`config.mk`:
```
export PLATFORM = sky130hd
export DESIGN_NAME = life_flow_controller_flat
export DESIGN_NICKNAME = d
export VERILOG_FILES = /design/src/rtl/game_pkg.sv /design/src/rtl/life_flow_controller_if.sv /design/src/rtl/frame_down_timer.sv /design/src/rtl/life_flow_controller.sv /design/src/flat_wrapper.sv
export SDC_FILE = /design/constraint.sdc
export NUM_CORES = 1
export LEC_CHECK = 0
export ABC_AREA = 1
export ABC_CLOCK_PERIOD_IN_PS = 3100
export CAP_MARGIN = 10
export CORE_UTILIZATION = 42
export CTS_CLUSTER_SIZE = 8
export DETAILED_ROUTE_END_ITERATION = 6
export DONT_BUFFER_PORTS = 1
export SYNTH_ARGS = -nofsm -noshare
export SYNTH_HDL_FRONTEND = slang
export SYNTH_SLANG_ARGS = --single-unit
```
`constraint.sdc`:
```
create_clock -name clk -period 3.1 [get_ports clk]
set_clock_uncertainty 0.1 [all_clocks]
set_input_delay 0.93 -clock clk [delete_from_list [all_inputs] [get_ports clk]]
set_output_delay 0.93 -clock clk [all_outputs]
set_load 0.005 [all_outputs]
```
`src/rtl/game_pkg.sv`:
```
// Shared gameplay encodings used by the flow controller, display and game-object logic.
package game_pkg;

   localparam int unsigned STATUS_W = 2;

   typedef enum logic [STATUS_W-1:0] {
      STATUS_TITLE    = 2'd0,
      STATUS_PLAYING  = 2'd1,
      STATUS_RESPAWN  = 2'd2,
      STATUS_GAMEOVER = 2'd3
   } status_t;

endpackage

```
`src/rtl/life_flow_controller_if.sv`:
```
// Player-control inputs and HUD/engine status outputs of the life flow controller.
interface life_flow_controller_if
   import game_pkg::*;
#(
   parameter int unsigned LIVES_W = 3
);
   logic               frame_tick;
   logic               start_pulse;
   logic               pause_pulse;
   logic               hit_pulse;
   logic               bonus_pulse;
   logic [LIVES_W-1:0] lives;
   status_t            gameplay_status;
   logic               paused;
   logic               invulnerable;
   logic               respawn_pulse;
   logic               hit_ack;

   modport master (
      output frame_tick, start_pulse, pause_pulse, hit_pulse, bonus_pulse,
      input  lives, gameplay_status, paused, invulnerable, respawn_pulse, hit_ack
   );

   modport slave (
      input  frame_tick, start_pulse, pause_pulse, hit_pulse, bonus_pulse,
      output lives, gameplay_status, paused, invulnerable, respawn_pulse, hit_ack
   );
endinterface

```
`src/rtl/frame_down_timer.sv`:
```
// Loadable frame-count down timer that saturates at zero; zero flag is registered with the count.
module frame_down_timer #(
   parameter int unsigned TIMER_W = 8
) (
   input  logic               clk,
   input  logic               rst,
   input  logic               load_i,
   input  logic [TIMER_W-1:0] load_value_i,
   input  logic               tick_i,
   input  logic               freeze_i,
   output logic [TIMER_W-1:0] count_o,
   output logic               zero_o
);

   logic [TIMER_W-1:0] count_d;
   logic [TIMER_W-1:0] count_q;
   logic               zero_q;

   // Load wins over a coincident tick.
   always_comb begin
      count_d = count_q;
      if (load_i) begin
         count_d = load_value_i;
      end else if (tick_i && !freeze_i && (count_q != '0)) begin
         count_d = count_q - TIMER_W'(1);
      end
   end

   always_ff @(posedge clk) begin
      if (rst) begin
         count_q <= '0;
         zero_q  <= 1'b1;
      end else begin
         count_q <= count_d;
         zero_q  <= (count_d == '0);
      end
   end

   assign count_o = count_q;
   assign zero_o  = zero_q;

endmodule

```
`src/rtl/life_flow_controller.sv`:
```
// Game flow sequencer: owns lives, respawn delay, spawn invulnerability and pause.
module life_flow_controller
   import game_pkg::*;
#(
   parameter int unsigned START_LIVES   = 3,
   parameter int unsigned MAX_LIVES     = 7,
   parameter int unsigned LIVES_W       = 3,
   parameter int unsigned RESPAWN_TICKS = 120,
   parameter int unsigned INVULN_TICKS  = 180,
   parameter int unsigned TIMER_W       = 8
) (
   input logic                   clk,
   input logic                   rst,
   life_flow_controller_if.slave ctrl
);

   status_t            state_d,   state_q;
   logic [LIVES_W-1:0] lives_d,   lives_q;
   logic               paused_d,  paused_q;
   logic               invuln_d,  invuln_q;
   logic               respawn_d, respawn_q;
   logic               hit_ack_d, hit_ack_q;

   logic               resp_load, resp_freeze, resp_zero;
   logic [TIMER_W-1:0] resp_count;
   logic               inv_load,  inv_freeze,  inv_zero, inv_dec, inv_nonzero_d;
   logic [TIMER_W-1:0] inv_count;
   logic [LIVES_W-1:0] lives_inc;
   logic               live;

   assign live        = !paused_q && ((state_q == STATUS_PLAYING) || (state_q == STATUS_RESPAWN));
   assign resp_freeze = paused_q || (state_q != STATUS_RESPAWN);
   assign inv_freeze  = paused_q || (state_q != STATUS_PLAYING);
   assign lives_inc   = (lives_q >= LIVES_W'(MAX_LIVES)) ? LIVES_W'(MAX_LIVES)
                                                         : lives_q + LIVES_W'(1);

   frame_down_timer #(.TIMER_W(TIMER_W)) u_resp_timer (
      .clk          (clk),
      .rst          (rst),
      .load_i       (resp_load),
      .load_value_i (TIMER_W'(RESPAWN_TICKS)),
      .tick_i       (ctrl.frame_tick),
      .freeze_i     (resp_freeze),
      .count_o      (resp_count),
      .zero_o       (resp_zero)
   );

   frame_down_timer #(.TIMER_W(TIMER_W)) u_inv_timer (
      .clk          (clk),
      .rst          (rst),
      .load_i       (inv_load),
      .load_value_i (TIMER_W'(INVULN_TICKS)),
      .tick_i       (ctrl.frame_tick),
      .freeze_i     (inv_freeze),
      .count_o      (inv_count),
      .zero_o       (inv_zero)
   );

   // Next-state, lives and pulse generation.
   always_comb begin
      state_d   = state_q;
      lives_d   = lives_q;
      paused_d  = paused_q;
      respawn_d = 1'b0;
      hit_ack_d = 1'b0;
      resp_load = 1'b0;
      inv_load  = 1'b0;

      unique case (state_q)
         STATUS_TITLE: begin
            if (ctrl.start_pulse) begin
               state_d   = STATUS_PLAYING;
               lives_d   = LIVES_W'(START_LIVES);
               inv_load  = 1'b1;
               respawn_d = 1'b1;
            end
         end
         STATUS_PLAYING: begin
            if (live) begin
               if (ctrl.hit_pulse && inv_zero) begin
                  hit_ack_d = 1'b1;
                  if (lives_q <= LIVES_W'(1)) begin
                     lives_d = '0;
                     state_d = STATUS_GAMEOVER;
                  end else begin
                     lives_d   = lives_q - LIVES_W'(1);
                     state_d   = STATUS_RESPAWN;
                     resp_load = 1'b1;
                  end
               end else if (ctrl.bonus_pulse) begin
                  lives_d = lives_inc;
               end
            end
         end
         STATUS_RESPAWN: begin
            if (live) begin
               if (ctrl.bonus_pulse) begin
                  lives_d = lives_inc;
               end
               // resp_zero guards against ever stalling here with an empty timer.
               if (ctrl.frame_tick && ((resp_count == TIMER_W'(1)) || resp_zero)) begin
                  state_d   = STATUS_PLAYING;
                  respawn_d = 1'b1;
                  inv_load  = 1'b1;
               end
            end
         end
         STATUS_GAMEOVER: begin
            lives_d = '0;
            if (ctrl.start_pulse) begin
               state_d = STATUS_TITLE;
            end
         end
         default: state_d = STATUS_TITLE;
      endcase

      if (ctrl.pause_pulse && ((state_q == STATUS_PLAYING) || (state_q == STATUS_RESPAWN))) begin
         paused_d = !paused_q;
      end
      if ((state_d == STATUS_TITLE) || (state_d == STATUS_GAMEOVER)) begin
         paused_d = 1'b0;
      end
   end

   // Invulnerability flag tracks the timer value it will hold next cycle.
   always_comb begin
      inv_dec = ctrl.frame_tick && !inv_freeze && !inv_zero;
      if (inv_load) begin
         inv_nonzero_d = (INVULN_TICKS != 0);
      end else if (inv_dec) begin
         inv_nonzero_d = (inv_count != TIMER_W'(1));
      end else begin
         inv_nonzero_d = !inv_zero;
      end
      invuln_d = (state_d == STATUS_RESPAWN) || ((state_d == STATUS_PLAYING) && inv_nonzero_d);
   end

   always_ff @(posedge clk) begin
      if (rst) begin
         state_q   <= STATUS_TITLE;
         lives_q   <= LIVES_W'(START_LIVES);
         paused_q  <= 1'b0;
         invuln_q  <= 1'b0;
         respawn_q <= 1'b0;
         hit_ack_q <= 1'b0;
      end else begin
         state_q   <= state_d;
         lives_q   <= lives_d;
         paused_q  <= paused_d;
         invuln_q  <= invuln_d;
         respawn_q <= respawn_d;
         hit_ack_q <= hit_ack_d;
      end
   end

   assign ctrl.lives           = lives_q;
   assign ctrl.gameplay_status = state_q;
   assign ctrl.paused          = paused_q;
   assign ctrl.invulnerable    = invuln_q;
   assign ctrl.respawn_pulse   = respawn_q;
   assign ctrl.hit_ack         = hit_ack_q;

endmodule

```
`src/flat_wrapper.sv`:
```
// flat-port wrapper written by rule: the top's interface ports become plain ports
module life_flow_controller_flat import game_pkg::*;
#(
   parameter int unsigned START_LIVES   = 3,
   parameter int unsigned MAX_LIVES     = 7,
   parameter int unsigned LIVES_W       = 3,
   parameter int unsigned RESPAWN_TICKS = 120,
   parameter int unsigned INVULN_TICKS  = 180,
   parameter int unsigned TIMER_W       = 8
)
  (clk, rst, ctrl_frame_tick, ctrl_start_pulse, ctrl_pause_pulse, ctrl_hit_pulse, ctrl_bonus_pulse, ctrl_lives, ctrl_gameplay_status, ctrl_paused, ctrl_invulnerable, ctrl_respawn_pulse, ctrl_hit_ack);
  life_flow_controller_if #(.LIVES_W(LIVES_W)) ctrl_i ();
  input logic clk;
  input logic rst;
  input wire logic [$bits(ctrl_i.frame_tick)-1:0] ctrl_frame_tick;
  input wire logic [$bits(ctrl_i.start_pulse)-1:0] ctrl_start_pulse;
  input wire logic [$bits(ctrl_i.pause_pulse)-1:0] ctrl_pause_pulse;
  input wire logic [$bits(ctrl_i.hit_pulse)-1:0] ctrl_hit_pulse;
  input wire logic [$bits(ctrl_i.bonus_pulse)-1:0] ctrl_bonus_pulse;
  output wire logic [$bits(ctrl_i.lives)-1:0] ctrl_lives;
  output wire logic [$bits(ctrl_i.gameplay_status)-1:0] ctrl_gameplay_status;
  output wire logic [$bits(ctrl_i.paused)-1:0] ctrl_paused;
  output wire logic [$bits(ctrl_i.invulnerable)-1:0] ctrl_invulnerable;
  output wire logic [$bits(ctrl_i.respawn_pulse)-1:0] ctrl_respawn_pulse;
  output wire logic [$bits(ctrl_i.hit_ack)-1:0] ctrl_hit_ack;
  assign ctrl_i.frame_tick = ctrl_frame_tick;
  assign ctrl_i.start_pulse = ctrl_start_pulse;
  assign ctrl_i.pause_pulse = ctrl_pause_pulse;
  assign ctrl_i.hit_pulse = ctrl_hit_pulse;
  assign ctrl_i.bonus_pulse = ctrl_bonus_pulse;
  assign ctrl_lives = ctrl_i.lives;
  assign ctrl_gameplay_status = ctrl_i.gameplay_status;
  assign ctrl_paused = ctrl_i.paused;
  assign ctrl_invulnerable = ctrl_i.invulnerable;
  assign ctrl_respawn_pulse = ctrl_i.respawn_pulse;
  assign ctrl_hit_ack = ctrl_i.hit_ack;
  life_flow_controller #(.START_LIVES(START_LIVES), .MAX_LIVES(MAX_LIVES), .LIVES_W(LIVES_W), .RESPAWN_TICKS(RESPAWN_TICKS), .INVULN_TICKS(INVULN_TICKS), .TIMER_W(TIMER_W)) u_core (.clk(clk), .rst(rst), .ctrl(ctrl_i));
endmodule
```
== After elaboration in Yosys (flattened, before gate mapping) ==
Cells that the tools add are included.

* Input bits: 7
* Bits in registers: 27
* Word-level logic and storage cells: 91
* Output and inout port bits: 9

* Reductions and logical operators: 29
* Equality and inequality tests: 13
* Add/sub/neg operators: 4
* Bitwise logic cells: 2
* Muxes and demuxes: 31
* Magnitude comparators: 2

{| class="wikitable"
|+ Operator list
! cell !! count
|-
| 8-bit 2-to-1 mux || 4
|-
| 3-bit 2-to-1 mux || 7
|-
| 8-bit zero test || 2
|-
| 8-bit nonzero test || 2
|-
| 8-bit by 1-bit subtractor with 8-bit output, second input constant || 2
|-
| 2-bit 2-to-1 mux || 6
|-
| 3-bit one-hot mux with 4 select lines || 1
|-
| 1-bit 2-to-1 mux || 11
|-
| 1-bit logical AND || 10
|-
| 2-bit == test, second input constant || 4
|-
| 8-bit by 1-bit == test with 1-bit output, second input constant || 1
|-
| 8-bit by 1-bit != test with 1-bit output, second input constant || 1
|-
| 2-bit one-hot mux with 4 select lines || 1
|-
| 1-bit logical OR || 6
|-
| 2-bit by 1-bit != test with 1-bit output, second input constant || 3
|-
| 2-bit by 1-bit == test with 1-bit output, second input constant || 2
|-
| 1-bit zero test || 4
|-
| 2-bit zero test || 2
|-
| 2-bit != test, second input constant || 2
|-
| 3-bit by 1-bit adder with 3-bit output, second input constant || 1
|-
| 3-bit >= comparator, second input constant || 1
|-
| 3-bit by 1-bit <= comparator with 1-bit output, second input constant || 1
|-
| 3-bit AND reduction || 1
|-
| 3-bit OR reduction || 1
|-
| other kinds (4) || 5
|}

== Longest topological paths before layout ==
Gate-level depths: netlist (run 1).

* Depth in word-level cells: 9
* Depth in mapped cells: 14
* Mapped depth without buffers: 14

== By module ==
From an unflattened synthesis (run 1), not the netlist that was laid out.

* Cells, all modules: 378
* Area total of the unflattened synthesis: 2451.1 um^2

{| class="wikitable"
|+ Modules (own cells, without submodules)
! module !! instances !! seq. area each (um^2) !! area each (um^2) !! cells each
|-
| frame_down_timer || 2 || 180.2 || 760.7 || 117
|-
| life_flow_controller || 1 || 180.2 || 929.6 || 144
|}

== Least setup slack after synthesis (run 1) ==
OpenSTA, ideal clock, no wires.

* Path kind: input port to flip-flop
* Start: input port ctrl_hit_pulse
* End: register u_core.paused_q (netlist: u_core.ctrl.paused)
* Setup time: 0.092 ns
* Arrival: 1.961 ns
* Path slack: 0.947 ns
* Data required time: 2.908 ns
* Stages on the path: 8
* Path buffers: 0
* Path through: nand2_1 nor2_2 a21oi_1 o21ai_0 nand3_1 o21ai_0 ha_1 nor4_1

* Cells in the longest elaborated chain, start to end: 7
* Elaborated cells between the ends (all ways): 8
* Those cells by class: 1 x eq/ne; 3 x mux; 4 x reduce/logical

{| class="wikitable"
|+ Ends and longest elaborated chain
! item !! line !! source
|-
| start: declaration || flat_wrapper.sv:18 || <nowiki>input wire logic [$bits(ctrl_i.hit_pulse)-1:0] ctrl_hit_pulse;</nowiki>
|-
| 1-bit logical AND (*) || life_flow_controller.sv:80 || <nowiki>if (ctrl.hit_pulse && inv_zero) begin</nowiki>
|-
| 2-bit 2-to-1 mux (*) || life_flow_controller.sv:80 ||
|-
| 2-bit 2-to-1 mux (*) || life_flow_controller.sv:79 || <nowiki>if (live) begin</nowiki>
|-
| 2-bit one-hot mux with 4 select lines (*) || life_flow_controller.sv:69 || <nowiki>unique case (state_q)</nowiki>
|-
| 2-bit == test or 2-bit zero test (tied branches) || life_flow_controller.sv:120 || <nowiki>if ((state_d == STATUS_TITLE) || (state_d == STATUS_GAMEOVER)) begin</nowiki>
|-
| 1-bit logical OR (*) || life_flow_controller.sv:120 ||
|-
| 2-bit OR reduction (no source line) (*) || n/a ||
|-
| end signal: assignment || life_flow_controller.sv:149 || <nowiki>paused_q <= paused_d;</nowiki>
|-
| end: declaration || life_flow_controller.sv:19 || <nowiki>logic paused_d, paused_q;</nowiki>
|}

Mark *: on every way between the ends. The rest lies on a longest branch, timed or not.
A chain may end at the register's enable or synchronous reset.

== Final worst setup path (run 1) ==
* Start: register u_core.state_q[0] (netlist: u_core.ctrl.gameplay_status[0])
* End: register u_core.paused_q (netlist: u_core.ctrl.paused)

* Cells in the longest elaborated chain, start to end: 8
* Elaborated cells between the ends (all ways): 18
* Those cells by class: 4 x eq/ne; 7 x mux; 7 x reduce/logical

{| class="wikitable"
|+ Ends and longest elaborated chain
! item !! line !! source
|-
| start: declaration || life_flow_controller.sv:17 || <nowiki>status_t state_d, state_q;</nowiki>
|-
| start signal: assignment || life_flow_controller.sv:147 || <nowiki>state_q <= state_d;</nowiki>
|-
| 2-bit by 1-bit == test with 1-bit output or 2-bit == test (tied branches) || life_flow_controller.sv:31, life_flow_controller.sv:69, life_flow_controller.sv:117 ||
|-
| 1-bit logical OR || life_flow_controller.sv:31, life_flow_controller.sv:117 ||
|-
| 1-bit logical AND || life_flow_controller.sv:31 || <nowiki>assign live = !paused_q && ((state_q == STATUS_PLAYING) || (state_q == STATUS_RESPAWN));</nowiki>
|-
| 2-bit 2-to-1 mux (on tied branches) || life_flow_controller.sv:96, life_flow_controller.sv:79 ||
|-
| 2-bit one-hot mux with 4 select lines || life_flow_controller.sv:69 ||
|-
| 2-bit == test or 2-bit zero test (tied branches) || life_flow_controller.sv:120 ||
|-
| 1-bit logical OR || life_flow_controller.sv:120 ||
|-
| 2-bit OR reduction (no source line) || n/a ||
|}

Parallel ways exist; a longest one is shown, timed or not.

==> reports/qor.txt, run 1 <==
Full die area -> 4826 um2
Die height -> 69.47 um
Synth area leaders -> dfxtp_1, nand2_1, ha_1, inv_1, nor2_1
Hold worst-path end -> u_core.ctrl.hit_ack
Vias per Instance -> 4.969
Final hold vios -> 0
Synth cell types -> 28
Initial Util -> 43.91%
CP Launch Type -> flop
Final min period -> 2.374 ns
WS Path Type -> reg2reg
Hold path start -> u_core.u_inv_timer.zero_o
Clk root buf -> clkbuf_8
Post-synth EDFFs -> 0
Row Count -> 24
First-pass GRT wire length -> 7286 um
HPWL Detailed -> 3112 um
Leakage -> 0.001020 uW
Antenna Nets Post-Route -> 0
Synth top cells by count -> nand2_1, inv_1, nor2_1
Final cell count without fillers -> 356
GP Congestion -> 0.8454
Hold Path Class -> reg2reg
Placed cell count -> 352
Layout area overhead -> 5.366%
Reg2Reg Depth -> 9
Top_reg_cell synth -> dfxtp_1
Total CTS buffers -> 3
Mapped Cells -> 302
Final worst-path cycle share -> 76.58%
RR Startpoint -> u_core.ctrl.gameplay_status[0]
Initial antenna violation count -> 0
Largest area contributor in the netlist -> dfxtp_1
Number of synthesized register bits -> 27
Share of cells above drive strength 1 -> 7.566%
IO Count -> 16
Largest net degree at the start of global routing -> 20
Drt pass-1 iters -> 4
Count leader, synth -> nand2_1
Crit. End Element -> flop
WP data required -> 3.19 ns
Vias in the first global route -> 1692
Pwr Density -> 871.9 nW/um2
RSZ-0062 raised after global routing -> no
Floorplan core area -> 4354 um2
Final instance area -> 2014 um2
Post-synthesis sequential area ratio -> 28.27%
Hold path depth -> 2
Syn Std Cell Area -> 1912 um2
WP data arrival -> 2.47 ns
Status -> finished, final reports clean
Clock-pin slew on the worst setup and hold paths -> 0.10 ns
Crit path max fanout -> 7
Post-synth ARST share -> 0%
Initial DRC count -> 90
Slew @ Worst Pin -> 0.3884 ns
FF-to-FF End -> u_core.ctrl.paused
Sum Neg Setup Slack -> 0 ns
WL final -> 4001 um
Fin nets -> 326
Reg2reg setup slack -> 0.73 ns
Post-placement cell area -> 1969 um2
Die width -> 69.47 um
Mapped Avg Cell Area -> 6.331 um2
Number of buffers added on ports -> 0
Clock Latency Late Sink -> 0.28 ns
# clock sinks -> 27
Max Slew Vio Count -> 0
# diodes -> 0
Buffer count from post-CTS setup fixing -> 0
Slew margin rel. -> 73.83%
Longest Clk Path Bufs -> 2
Syn. warnings -> 0
Gr ovfl total -> 0
Synth Net Count -> 323
Hold buffers post-CTS -> 0
TritonCTS clock tree -> built
Wire per inst -> 11.24 um
Drc violations -> 0
Vias -> 1769
Setup violations, final -> 0
Peak supply drop -> 252.1 uV
Achievable Freq -> 0.4213 GHz
Area fraction of the dominant cell type after synthesis -> 28.27%
Cts repair resizes -> 0
Max H-tree Level -> 1
Tot GR Track Use -> 18.27%
# Max-Cap Violations -> 0
==> cell type report <==
class / instances / area (um2)
Clock buffer: 4 / 45.04
Fill cell: 468 / 2340
Multi-Input combinational cell: 228 / 1195
Sequential cell: 27 / 540.5
Tap cell: 52 / 65.06
Inverter: 45 / 168.9
==> critical path, stage by stage, from the launching register on <==
cell and delay, ns:
dfxtp_1 0.51, inv_1 0.12, ha_1 0.34, nand2_1 0.10, nor2_1 0.17, nand3_2 0.13, nand3_1 0.10, o21ai_0 0.16
ha_1 0.33, nor4_1 0.23
==> cells by family (layout without fill, tap and decap cells) <==
kind of cell | count (synthesis) | count (layout) | synth area share [%]
simple gates | 172 | 172 | 39.53
buf+inv | 47 | 49 | 9.228
compound gates | 38 | 38 | 11.98
flops | 27 | 27 | 28.27
fa+ha+maj | 14 | 14 | 9.162
xor+xnor | 4 | 4 | 1.833
==> how the worst max path moves through the flow <==
stage	startpoint	end	slack, ns	depth (start not counted)
CTS	u_core.ctrl.gameplay_status[0]	u_core.ctrl.paused	0.74	9
finish	u_core.ctrl.gameplay_status[0]	u_core.ctrl.paused	0.73	9
global route	u_core.ctrl.gameplay_status[1]	u_core.ctrl.paused	0.51	10
detailed placement	ctrl_hit_pulse	u_core.ctrl.paused	0.76	8
floorplan	ctrl_hit_pulse	u_core.ctrl.paused	0.95	8
global placement	ctrl_hit_pulse	u_core.ctrl.paused	0.81	8
==> layer usage <==
layer / share of wire [%] / track usage, %
met1: 51 / 24.93
met2: 44 / 29.34
met3: 3.1 / 3.052
met4: 0.92 / 5.669
met5: 0 / 0
==> report_power, final <==
group / internal [uW] / switching [uW]
sequential: 433 / 107
combinational: 373 / 639
clock: 92.2 / 112
total: 898 / 858
==> stage by stage <==
| stage | hold slack, ns | power [uW] | setup WS (ns) | utilization (%) |
|---|---|---|---|---|
| final | 0.4586 | 1756 | 0.7261 | 46.26 |
| after global routing | 0.5113 | 1987 | 0.5101 | 46.26 |
| after CTS | 0.4553 | 1772 | 0.7407 | 46.26 |
| after detailed placement | 0.4399 | 1564 | 0.7623 | 45.23 |
| after global placement | 0.4555 | 1561 | 0.8121 | 45.23 |
| after floorplan | 0.3791 | 1374 | 0.9469 | - |
==> cells in the final DEF (no fill, tap or decap), types with 2 or more instances in the layout <==
cell type | netlist | routed
ha_1 | 14 | 14
clkbuf_8 | 0 | 3
o21ai_0 | 16 | 16
nor3_1 | 2 | 2
nor4_1 | 2 | 2
nand3_2 | 2 | 2
nand4_1 | 4 | 4
inv_1 | 43 | 43
nand2_2 | 4 | 4
dfxtp_1 | 27 | 27
nor2_2 | 5 | 5
o21ai_1 | 4 | 4
inv_2 | 2 | 2
nand3_1 | 19 | 19
nand2_1 | 89 | 89
nor2_1 | 40 | 40
a21oi_1 | 12 | 12
xnor2_1 | 3 | 3
nor2_4 | 3 | 3
==> registers in the layout (all words and copies together), names as in the netlist <==
signal                       flops
u_core.ctrl.gameplay_status      2
u_core.ctrl.hit_ack              1
u_core.ctrl.invulnerable         1
u_core.ctrl.lives                3
u_core.ctrl.paused               1
u_core.ctrl.respawn_pulse        1
u_core.u_inv_timer.count_o       8
u_core.u_inv_timer.zero_o        1
u_core.u_resp_timer.count_o      8
u_core.u_resp_timer.zero_o       1
Note: power is estimated with default switching activity, not from simulation.
==> inputs of run 2 (changes only) <==
--- a/config.mk
+++ b/config.mk
@@ -6,7 +6,7 @@
 export NUM_CORES = 1
 export LEC_CHECK = 0
 export ABC_AREA = 1
-export ABC_CLOCK_PERIOD_IN_PS = 3100
+export ABC_CLOCK_PERIOD_IN_PS = 2400
 export CAP_MARGIN = 10
 export CORE_UTILIZATION = 42
 export CTS_CLUSTER_SIZE = 8
==> constraint.sdc (replaced) <==
create_clock -name clk -period 2.4 [get_ports clk]
set_clock_uncertainty 0.1 [all_clocks]
set_input_delay 0.72 -clock clk [delete_from_list [all_inputs] [get_ports clk]]
set_output_delay 0.72 -clock clk [all_outputs]
set_load 0.005 [all_outputs]
==> reports/qor.txt, run 2 (synthesis gave the netlist of run 1 again) <==
Status -> finished, final reports clean
Leakage -> 0.001029 uW
Final min period -> 2.154 ns
Row Count -> 24
Share of cells above drive strength 1 -> 8.497%
Initial DRC count -> 111
Hold buffers post-CTS -> 0
Longest Clk Path Bufs -> 2
Die height -> 69.47 um
Peak supply drop -> 295.0 uV
Initial Util -> 43.91%
CP Launch Type -> flop
Setup violations, final -> 0
Full die area -> 4826 um2
Hold Path Class -> in2reg
Cts repair resizes -> 0
Drc violations -> 0
Total CTS buffers -> 3
Layout area overhead -> 6.283%
Vias -> 1788
WL final -> 4201 um
Util after Layout -> 46.67%
Met3 Resource Use GR -> 2.616%
Commonest non-fill, non-tap cell in the layout -> nand2_1
Worst hold slack -> 0.4019 ns
IO Count -> 16
WS Path Type -> reg2reg
WP data required -> 2.49 ns
Final instance area -> 2032 um2
Clock-pin slew on the worst setup and hold paths -> 0.09 ns
Crit path max fanout -> 4
Final hold vios -> 0
Global-route met1 utilization -> 23.72%
Max Slew Vio Count -> 0
Grt peak-use layer -> met2
Grt met2 use -> 29.56%
Max H-tree Level -> 1
Vias in the first global route -> 1645
GP Congestion -> 0.8501
Clk root buf -> clkbuf_8
Achievable Freq -> 0.4643 GHz
Vias per Instance -> 4.994
Die width -> 69.47 um
Fin nets -> 328
Crit. End Element -> flop
Largest net degree at the start of global routing -> 20
# Max-Cap Violations -> 0
Tot GR Track Use -> 18.06%
Gr ovfl total -> 0
# clock sinks -> 27
Slew @ Worst Pin -> 0.4016 ns
Final worst-path cycle share -> 89.75%
Initial antenna violation count -> 0
# diodes -> 0
Slew margin rel. -> 72.94%
WP data arrival -> 2.25 ns
First-pass GRT wire length -> 7120 um
Area of the multi-input gates -> 1197 um2
Fillers -> 465
Buffer count from post-CTS setup fixing -> 0
Floorplan core area -> 4354 um2
TritonCTS clock tree -> built
Most frequent cells in the layout -> nand2_1, inv_1, nor2_1
Antenna Nets Post-Route -> 0
Pwr Density -> 1138 nW/um2
Sum Neg Setup Slack -> 0 ns
Clock Latency Late Sink -> 0.28 ns
RSZ-0062 raised after global routing -> no
Reg area -> 540.5 um2
Number of buffers added on ports -> 0
Post-placement cell area -> 1984 um2
HPWL Detailed -> 3240 um
Drt pass-1 iters -> 4
Wire per inst -> 11.73 um
[run 2: cell types whose count changed in the layout (fill, tap and decap cells not counted), sizes merged]
cell  previous run  this run
buf              0         2
[run 2: per-stage QoR]
stage	cells	worst slack (ns)	total power, uW
after floorplan	302	0.3313	1774
after global placement	354	0.3185	2041
after detailed placement	354	0.2660	2047
after CTS	358	0.2413	2325
after global routing	358	0.04789	2548
final	358	0.2460	2313
[run 2: final timing paths]
check	slack (ns)	cells after the start	start	end
min	0.40	1	rst	u_core.u_inv_timer.count_o[5]
min reg2reg	0.46	2	u_core.u_inv_timer.zero_o	u_core.ctrl.hit_ack
max reg2reg	0.25	9	u_core.ctrl.gameplay_status[1]	u_core.ctrl.paused
max	0.25	9	u_core.ctrl.gameplay_status[1]	u_core.ctrl.paused
[run 2: critical path, cell delays in order (launching register included)]
cell,delay (ns)
dfxtp_1,0.34
inv_1,0.07
ha_1,0.32
nand2_1,0.11
nor2_1,0.17
nand3_2,0.13
nand3_1,0.10
o21ai_0,0.16
ha_1,0.34
nor4_1,0.24
[run 2: layout make-up]
cell class / count / share of cell area, %
Multi-Input combinational cell: 228 / 58.93
Clock buffer: 4 / 2.217
Tap cell: 52 / 3.202
Inverter: 45 / 8.313
Sequential cell: 27 / 26.60
Timing Repair Buffer: 2 / 0.7389
[run 2: metal layers]
| layer | up-vias | wire length, um |
|---|---|---|
| li1 | 956 | - |
| met1 | 793 | 2155 |
| met2 | 32 | 1835 |
| met3 | 7 | 138 |
| met4 | 0 | 72 |
| met5 | - | 0 |
[run 2: power by group]
| group | switching, uW | leakage, uW | internal [uW] |
|---|---|---|---|
| clock network | 144 | 0.0000228 | 119 |
| logic | 869 | 0.000785 | 504 |
| registers | 117 | 0.000221 | 560 |
==> inputs of run 3 (changes only) <==
--- a/config.mk
+++ b/config.mk
@@ -8,10 +8,13 @@
 export ABC_AREA = 1
 export ABC_CLOCK_PERIOD_IN_PS = 2400
 export CAP_MARGIN = 10
-export CORE_UTILIZATION = 42
+export CORE_MARGIN = 2
+export CORE_UTILIZATION = 63
 export CTS_CLUSTER_SIZE = 8
 export DETAILED_ROUTE_END_ITERATION = 6
 export DONT_BUFFER_PORTS = 1
+export MAX_ROUTING_LAYER = met4
+export PLACE_DENSITY = 0.79
 export SYNTH_ARGS = -nofsm -noshare
 export SYNTH_HDL_FRONTEND = slang
 export SYNTH_SLANG_ARGS = --single-unit
==> reports/qor.txt, run 3 (synthesis gave the netlist of run 1 again) <==
Status -> finished, final reports clean
Hold Path Class -> in2reg
Clk root buf -> clkbuf_4
Vias -> 1805
Sequential fraction of design power -> 29.7%
WP data arrival -> 2.30 ns
Max Slew Vio Count -> 0
Number of buffers added on ports -> 0
Cts repair resizes -> 0
Clock-pin slew on the worst setup and hold paths -> 0.16 ns
Reg2reg setup slack -> 0.25 ns
HPWL Detailed -> 3117 um
Worst hold slack -> 0.3362 ns
Pwr Density -> 1140 nW/um2
Fillers -> 273
CP Cell Sequence -> inv_1, ha_1, nand2_1, nor2_1, nand3_2, nand3_1, o21ai_0, ha_1, nor4_1
CP most frequent cell -> ha_1
Final cell count without fillers -> 338
Most frequent cells in the layout -> nand2_1, inv_1, nor2_1
Sum Neg Setup Slack -> 0 ns
Crit path largest cell delay -> 0.36 ns
Final worst-path cycle share -> 89.44%
Hold worst-path end -> u_core.u_inv_timer.count_o[4]
Final min period -> 2.147 ns
Max H-tree Level -> 1
Initial Util -> 67.58%
Crit. End Element -> flop
# clock sinks -> 27
Commonest non-fill, non-tap cell in the layout -> nand2_1
Initial DRC count -> 110
Antenna Nets Post-Route -> 0
Reg2Reg Depth -> 9
Final hold vios -> 0
Placed cell count -> 334
Setup violations, final -> 0
WS Path Type -> reg2reg
Longest Clk Path Bufs -> 2
Clock power share -> 9.1%
# diodes -> 0
Reg area -> 540.5 um2
FF-to-FF End -> u_core.ctrl.paused
Vias in the first global route -> 1603
Clock Latency Late Sink -> 0.33 ns
Vias per Instance -> 5.340
IO Count -> 16
Total CTS buffers -> 3
Crit path max fanout -> 4
Full die area -> 3491 um2
TritonCTS clock tree -> built
Share of cells above drive strength 1 -> 8.795%
Initial antenna violation count -> 0
Floorplan core area -> 2829 um2
Sw frac -> 50.04%
Die width -> 59.09 um
Peak supply drop -> 755.2 uV
Buffer count from post-CTS setup fixing -> 0
CP Launch Type -> flop
Tot GR Track Use -> 25.40%
Net Switching -> 1138 uW
Logic gate share of total power -> 61.2%
Drc violations -> 0
Worst Setup SP -> u_core.ctrl.gameplay_status[0]
Gr ovfl total -> 0
WL final -> 4035 um
Row Count -> 19
Drt pass-1 iters -> 4
Hold path start -> rst
Wire per inst -> 11.94 um
Achievable Freq -> 0.4659 GHz
First-pass GRT wire length -> 6713 um
Largest net degree at the start of global routing -> 20
GP Congestion -> 0.9344
Layout area overhead -> 4.385%
WP data required -> 2.55 ns
RSZ-0062 raised after global routing -> no
Slew @ Worst Pin -> 0.3585 ns
Util after Layout -> 70.54%
Int Pwr -> 1136 uW
Hold buffers post-CTS -> 0
Hold path depth -> 1
Die height -> 59.09 um
Fin nets -> 329
Leakage -> 0.001027 uW
Slew margin rel. -> 75.85%
Area of the multi-input gates -> 1195 um2
RR Startpoint -> u_core.ctrl.gameplay_status[0]
# Max-Cap Violations -> 0
Slowest cell on crit path -> dfxtp_1
run 3: cell count changes in the layout (fill, tap and decap cells not counted):
cell        previous run  this run
ha_2                   1         0
ha_1                  13        14
clkbuf_1               1         0
clkbuf_4               0         3
clkinvlp_4             0         1
clkbuf_8               3         0
buf_4                  2         3
run 3: how the worst max path moves through the flow:
| stage | endpoint | cells past startpoint |
|---|---|---|
| detailed placement | u_core.ctrl.paused | 9 |
| CTS | u_core.ctrl.paused | 9 |
| finish | u_core.ctrl.paused | 9 |
| global route | u_core.ctrl.paused | 9 |
| global placement | u_core.ctrl.paused | 8 |
| floorplan | u_core.ctrl.paused | 9 |
run 3: through the flow:
step	worst slack, ns	total power, uW	area, um2
2_1_floorplan	0.3313	1774	1912
3_3_place_gp	0.3621	2031	1966
3_5_place_dp	0.2623	2064	1966
4_1_cts	0.2311	2277	1996
5_1_grt	0.01664	2513	1996
6_report	0.2535	2274	1996
run 3: power groups by stage:
stage,clock network [uW],registers (uW),logic (uW)
finish,207,675,1390
global route,226,691,1600
CTS,213,674,1390
detailed placement,0,684,1380
global placement,0,683,1350
floorplan,0,675,1100
run 3: critical path: cells and delay by family (launching register included):
family                     cells  cell delay, ns
AOI/OAI and AO/OA              1            0.15
adders and majority gates      2            0.65
buffers and inverters          1            0.06
DFF                            1            0.36
and+or+nand+nor                5            0.75
run 3: final cells by class:
class,count,share of cell area (%)
inverter,45,8.464
tap,31,1.944
multi-input combinational,228,59.87
timing repair buffer,3,1.129
clock buffer,3,1.129
sequential,27,27.08
clock inverter,1,0.3762
run 3: routing by layer:
layer | global-route usage (%) | part of all wire [%] | routed length [um] | up-vias
met5 | - | 0 | 0 | -
met1 | 32.93 | 50 | 2008 | 797
met2 | 42.86 | 45 | 1823 | 42
met4 | 5.195 | 0.52 | 21 | 0
li1 | - | - | - | 964
met3 | 2.838 | 4.5 | 183 | 2
==> variant 1 (config.mk and constraints of run 3) <==
`MAX_LIVES` is set to 7 in 2 places; all go to 3.
--- a/src/rtl/life_flow_controller.sv
+++ b/src/rtl/life_flow_controller.sv
@@ -5,3 +5,3 @@
    parameter int unsigned START_LIVES   = 3,
-   parameter int unsigned MAX_LIVES     = 7,
+   parameter int unsigned MAX_LIVES     = 3,
    parameter int unsigned LIVES_W       = 3,
--- a/src/flat_wrapper.sv
+++ b/src/flat_wrapper.sv
@@ -4,3 +4,3 @@
    parameter int unsigned START_LIVES   = 3,
-   parameter int unsigned MAX_LIVES     = 7,
+   parameter int unsigned MAX_LIVES     = 3,
    parameter int unsigned LIVES_W       = 3,
Formal check against the unedited RTL: not equivalent (a bounded check fails within 4 cycles, from zero or initial values and one cycle with rst high).
==> variant 1 against run 3 <==
- area after synthesis grew 2.2%
- critical endpoint unchanged
- setup slack worse by 0.070 ns
- via count shrank 1.1%
- critical path depth unchanged
- combinational power hardly changed
- power fell by 0.69%
- sequential cell count is the same
- routed wire length fell by 4.6%
- design area up 1.3%
- global-route usage hardly changed
- highest routed layer unchanged
- synthesized cell count did not move
==> variant 1: results (changes against run 3) <==
GP Congestion 0.940 (was 0.934); Non-clock buffer share 0.371% (was 1.13%); vias in the first global route 1,701 (was 1,603); setup slack, reg-to-reg 0.18 ns (was 0.25 ns); sequential area share after synthesis 27.7% (was 28.3%); XOR/XNOR share of the synthesized area 2.24% (was 1.83%); clkbuf count 4 (was 3); worst slack at placement 0.206 ns (was 0.262 ns); final wirelength 3850 um (was 4040 um); dpl hpwl 3010 um (was 3120 um); met3 usage 3.03% (was 2.84%); adder-cell share of the synthesized area 8.96% (was 9.16%); initial drt markers 98 (was 110); Synth Area per Inst 6.47 um2 (was 6.33 um2); hold_ws 0.339 ns (was 0.336 ns); Synth Area in Compound Gates 10.9% (was 12.0%); Non-clk invs 50 (was 45); Synth cell types 31 (was 28); CP Data Arrival Time 2.36 ns (was 2.30 ns); clock-cell share of area 1.30% (was 1.50%); ratio of cells with drive above 1 in the final layout 11.1% (was 8.79%); Internal Power 1.13 mW (was 1.14 mW); WL met2 1750 um (was 1820 um); grt met2 use 41.1% (was 42.9%); largest fanout on the critical path 5 (was 4); cell row count 20 (was 19); area of the multi-input gates 0.00122 mm2 (was 0.00119 mm2); Lkg Pwr 1.04 nW (was 1.03 nW); met1 Usage GRT 32.8% (was 32.9%); largest net degree at the start of global routing 20 (unchanged); Hold EP u_core.u_inv_timer.count_o[5]$_SDFF_PP0_ (was u_core.u_inv_timer.count_o[4]$_SDFF_PP0_); clk pwr 0.201 mW (was 0.207 mW); Final Net Count 327 (was 329); top area cells in the synthesized netlist dfxtp_1, nand2_1, ha_1 (unchanged); global-route wire length before repair 6870 um (was 6710 um); combinational group share of total power 61.4% (was 61.2%); drt wl/cell 11.4 um (was 11.9 um); R2R Path Start u_core.ctrl.gameplay_status[1]$_SDFF_PP0_ (was u_core.ctrl.gameplay_status[0]$_SDFF_PP0_); area grow syn2layout 3.46% (was 4.38%); top post-synthesis cells by count nand2_1, inv_1, nor2_1, dfxtp_1, nand3_1 (unchanged); Worst-Margin Slew 0.324 ns (was 0.358 ns); wl on met1 1890 um (was 2010 um); Net Sw Frac 49.9% (was 50.0%); total track usage 25.4% (about the same); WL met3 142 um (was 183 um); outcome finished, final reports clean (unchanged)
## variant 1: worst max path at each step
stage                     depth (start not counted)                                 startpoint  slack, ns                         endpoint
after global placement                           10                             ctrl_hit_pulse       0.31  u_core.ctrl.paused$_SDFFE_PP0P_
after global routing                             10  u_core.ctrl.gameplay_status[1]$_SDFF_PP0_       0.02  u_core.ctrl.paused$_SDFFE_PP0P_
after floorplan                                  10                             ctrl_hit_pulse       0.37  u_core.ctrl.paused$_SDFFE_PP0P_
after CTS                                         9  u_core.ctrl.gameplay_status[1]$_SDFF_PP0_       0.17  u_core.ctrl.paused$_SDFFE_PP0P_
final                                             9  u_core.ctrl.gameplay_status[1]$_SDFF_PP0_       0.18  u_core.ctrl.paused$_SDFFE_PP0P_
after detailed placement                          9  u_core.ctrl.gameplay_status[1]$_SDFF_PP0_       0.21  u_core.ctrl.paused$_SDFFE_PP0P_
==> variant 2 (settings of run 3) <==
Without the edit above. The 4 values of `status_t` get a Gray code encoding in 2 bits.
--- a/src/rtl/game_pkg.sv
+++ b/src/rtl/game_pkg.sv
@@ -5,7 +5,7 @@
 
-   typedef enum logic [STATUS_W-1:0] {
-      STATUS_TITLE    = 2'd0,
-      STATUS_PLAYING  = 2'd1,
-      STATUS_RESPAWN  = 2'd2,
-      STATUS_GAMEOVER = 2'd3
+   typedef enum logic [1:0] {
+      STATUS_TITLE    = 2'b00,
+      STATUS_PLAYING  = 2'b01,
+      STATUS_RESPAWN  = 2'b11,
+      STATUS_GAMEOVER = 2'b10
    } status_t;
Formal check against the unedited RTL: same outputs for any inputs over 10 cycles, from zero or initial values and one cycle with rst high; not proved beyond that.
==> variant 2 against run 3 <==
- design area down 6.1%
- setup slack better by 0.16 ns
- synthesized cell count fell by 4.6%
- routed wire length fell by 9.7%
- sequential cell count unchanged
- area after synthesis decreased by 4.4%
- highest routed layer unchanged
Power is not compared: it rests on default switching activity, and its combinational part moved more than twofold at a synthesized area within 25%.
==> variant 2: results (changes against run 3) <==
largest fanout on the critical path 11 (was 4); port buffer count 0 (unchanged); initial drt markers 136 (was 110); TritonRoute pass-1 iters 4 (unchanged); family with the most delay on the worst path simple AND/OR/NAND/NOR gates (unchanged); CP Data Arrival Time 2.13 ns (was 2.30 ns); post-CTS setup buffer count 0 (unchanged); Via-to-Cell Ratio 5.25 (was 5.34); hold_ws 0.327 ns (was 0.336 ns); clock buffer count from CTS 3 (unchanged); dpl hpwl 2770 um (was 3120 um); Reg clk slew, reported paths 0.16 ns (about the same); Post-DP Area 0.00184 mm2 (was 0.00197 mm2); antenna violations before repair 0 (unchanged); Final Cycle Share 82.9% (was 89.4%); GP Congestion 0.905 (was 0.934); R2R Path Start u_core.ctrl.gameplay_status[1]$_SDFF_PP0_ (was u_core.ctrl.gameplay_status[0]$_SDFF_PP0_); total track usage 24.3% (was 25.4%); clock latency on the worst-skew pair 0.33 ns (about the same); Largest stage delay, worst path 0.39 ns (was 0.36 ns); drt wl/cell 11.4 um (was 11.9 um); outcome finished, final reports clean (unchanged); sequential area share after synthesis 29.6% (was 28.3%); global-route wire length before repair 6270 um (was 6710 um); top post-synthesis cells by count nand2_1, inv_1, nor2_1, dfxtp_1, nand3_1 (unchanged); Hold Path Class in -> reg (unchanged); Synth cell types 29 (was 28); ratio of cells with drive above 1 in the final layout 5.56% (was 8.79%); worst slack at placement 0.425 ns (was 0.262 ns); setup slack, reg-to-reg 0.41 ns (was 0.25 ns); dpl cells 315 (was 334); top area cells in the synthesized netlist dfxtp_1, nand2_1, inv_1 (was dfxtp_1, nand2_1, ha_1); Final Net Count 309 (was 329); CTS root buffer clkbuf_4 (unchanged); slowest CP cell dfxtp_1 (unchanged); DR vias 1,674 (was 1,805); clock buffer depth 2 (unchanged); Worst-Margin Slew 0.426 ns (was 0.358 ns); vias in the first global route 1,505 (was 1,603); post-synthesis instance total 288 (was 302)
## variant 2: cells by family (layout without fill, tap and decap cells)
| family | Yosys count | count (layout) | share of synthesized area, % |
|---|---|---|---|
| AND/OR/NAND/NOR | 145 | 145 | 33.9 |
| buffers and inverters | 56 | 56 | 12.0 |
| AO/OA/AOI/OAI | 40 | 40 | 12.3 |
| flip-flops | 27 | 27 | 29.6 |
| adder cells (fa/ha/maj) | 13 | 13 | 8.90 |
| XOR/XNOR | 7 | 7 | 3.35 |
## variant 2: final timing paths
check	endpoint	cells after the start
setup reg to reg	u_core.u_inv_timer.zero_o$_SDFF_PP1_	13
setup / recovery	u_core.u_inv_timer.zero_o$_SDFF_PP1_	13
hold reg to reg	u_core.u_inv_timer.count_o[0]$_SDFF_PP0_	2
hold / removal	u_core.u_inv_timer.count_o[7]$_SDFF_PP0_	1
## variant 2: metal layers
| metal | GRT usage (%) | vias up | share of wire, % |
|---|---|---|---|
| li1 | - | 903 | - |
| met1 | 33.1 | 732 | 49 |
| met2 | 38.3 | 37 | 45 |
| met3 | 2.68 | 2 | 5.8 |
| met4 | 6.98 | 0 | 0.66 |
| met5 | - | - | 0 |
## variant 2: final cells by class
| cell class | count | area [um2] |
|---|---|---|
| Fill cell | 243 | 885 |
| Tap cell | 31 | 38.8 |
| Sequential cell | 27 | 541 |
| Inverter | 52 | 195 |
| Clock buffer | 3 | 22.5 |
| Clock inverter | 1 | 7.51 |
| Multi-Input combinational cell | 205 | 1070 |
## variant 2: report_power, final
| part | switching, mW | internal, mW | total (mW) |
|---|---|---|---|
| Clock | 0.143 | 0.0637 | 0.207 |
| Combinational | 0.352 | 0.198 | 0.550 |
| Sequential | 0.0548 | 0.507 | 0.562 |
| Total | 0.550 | 0.768 | 1.32 |
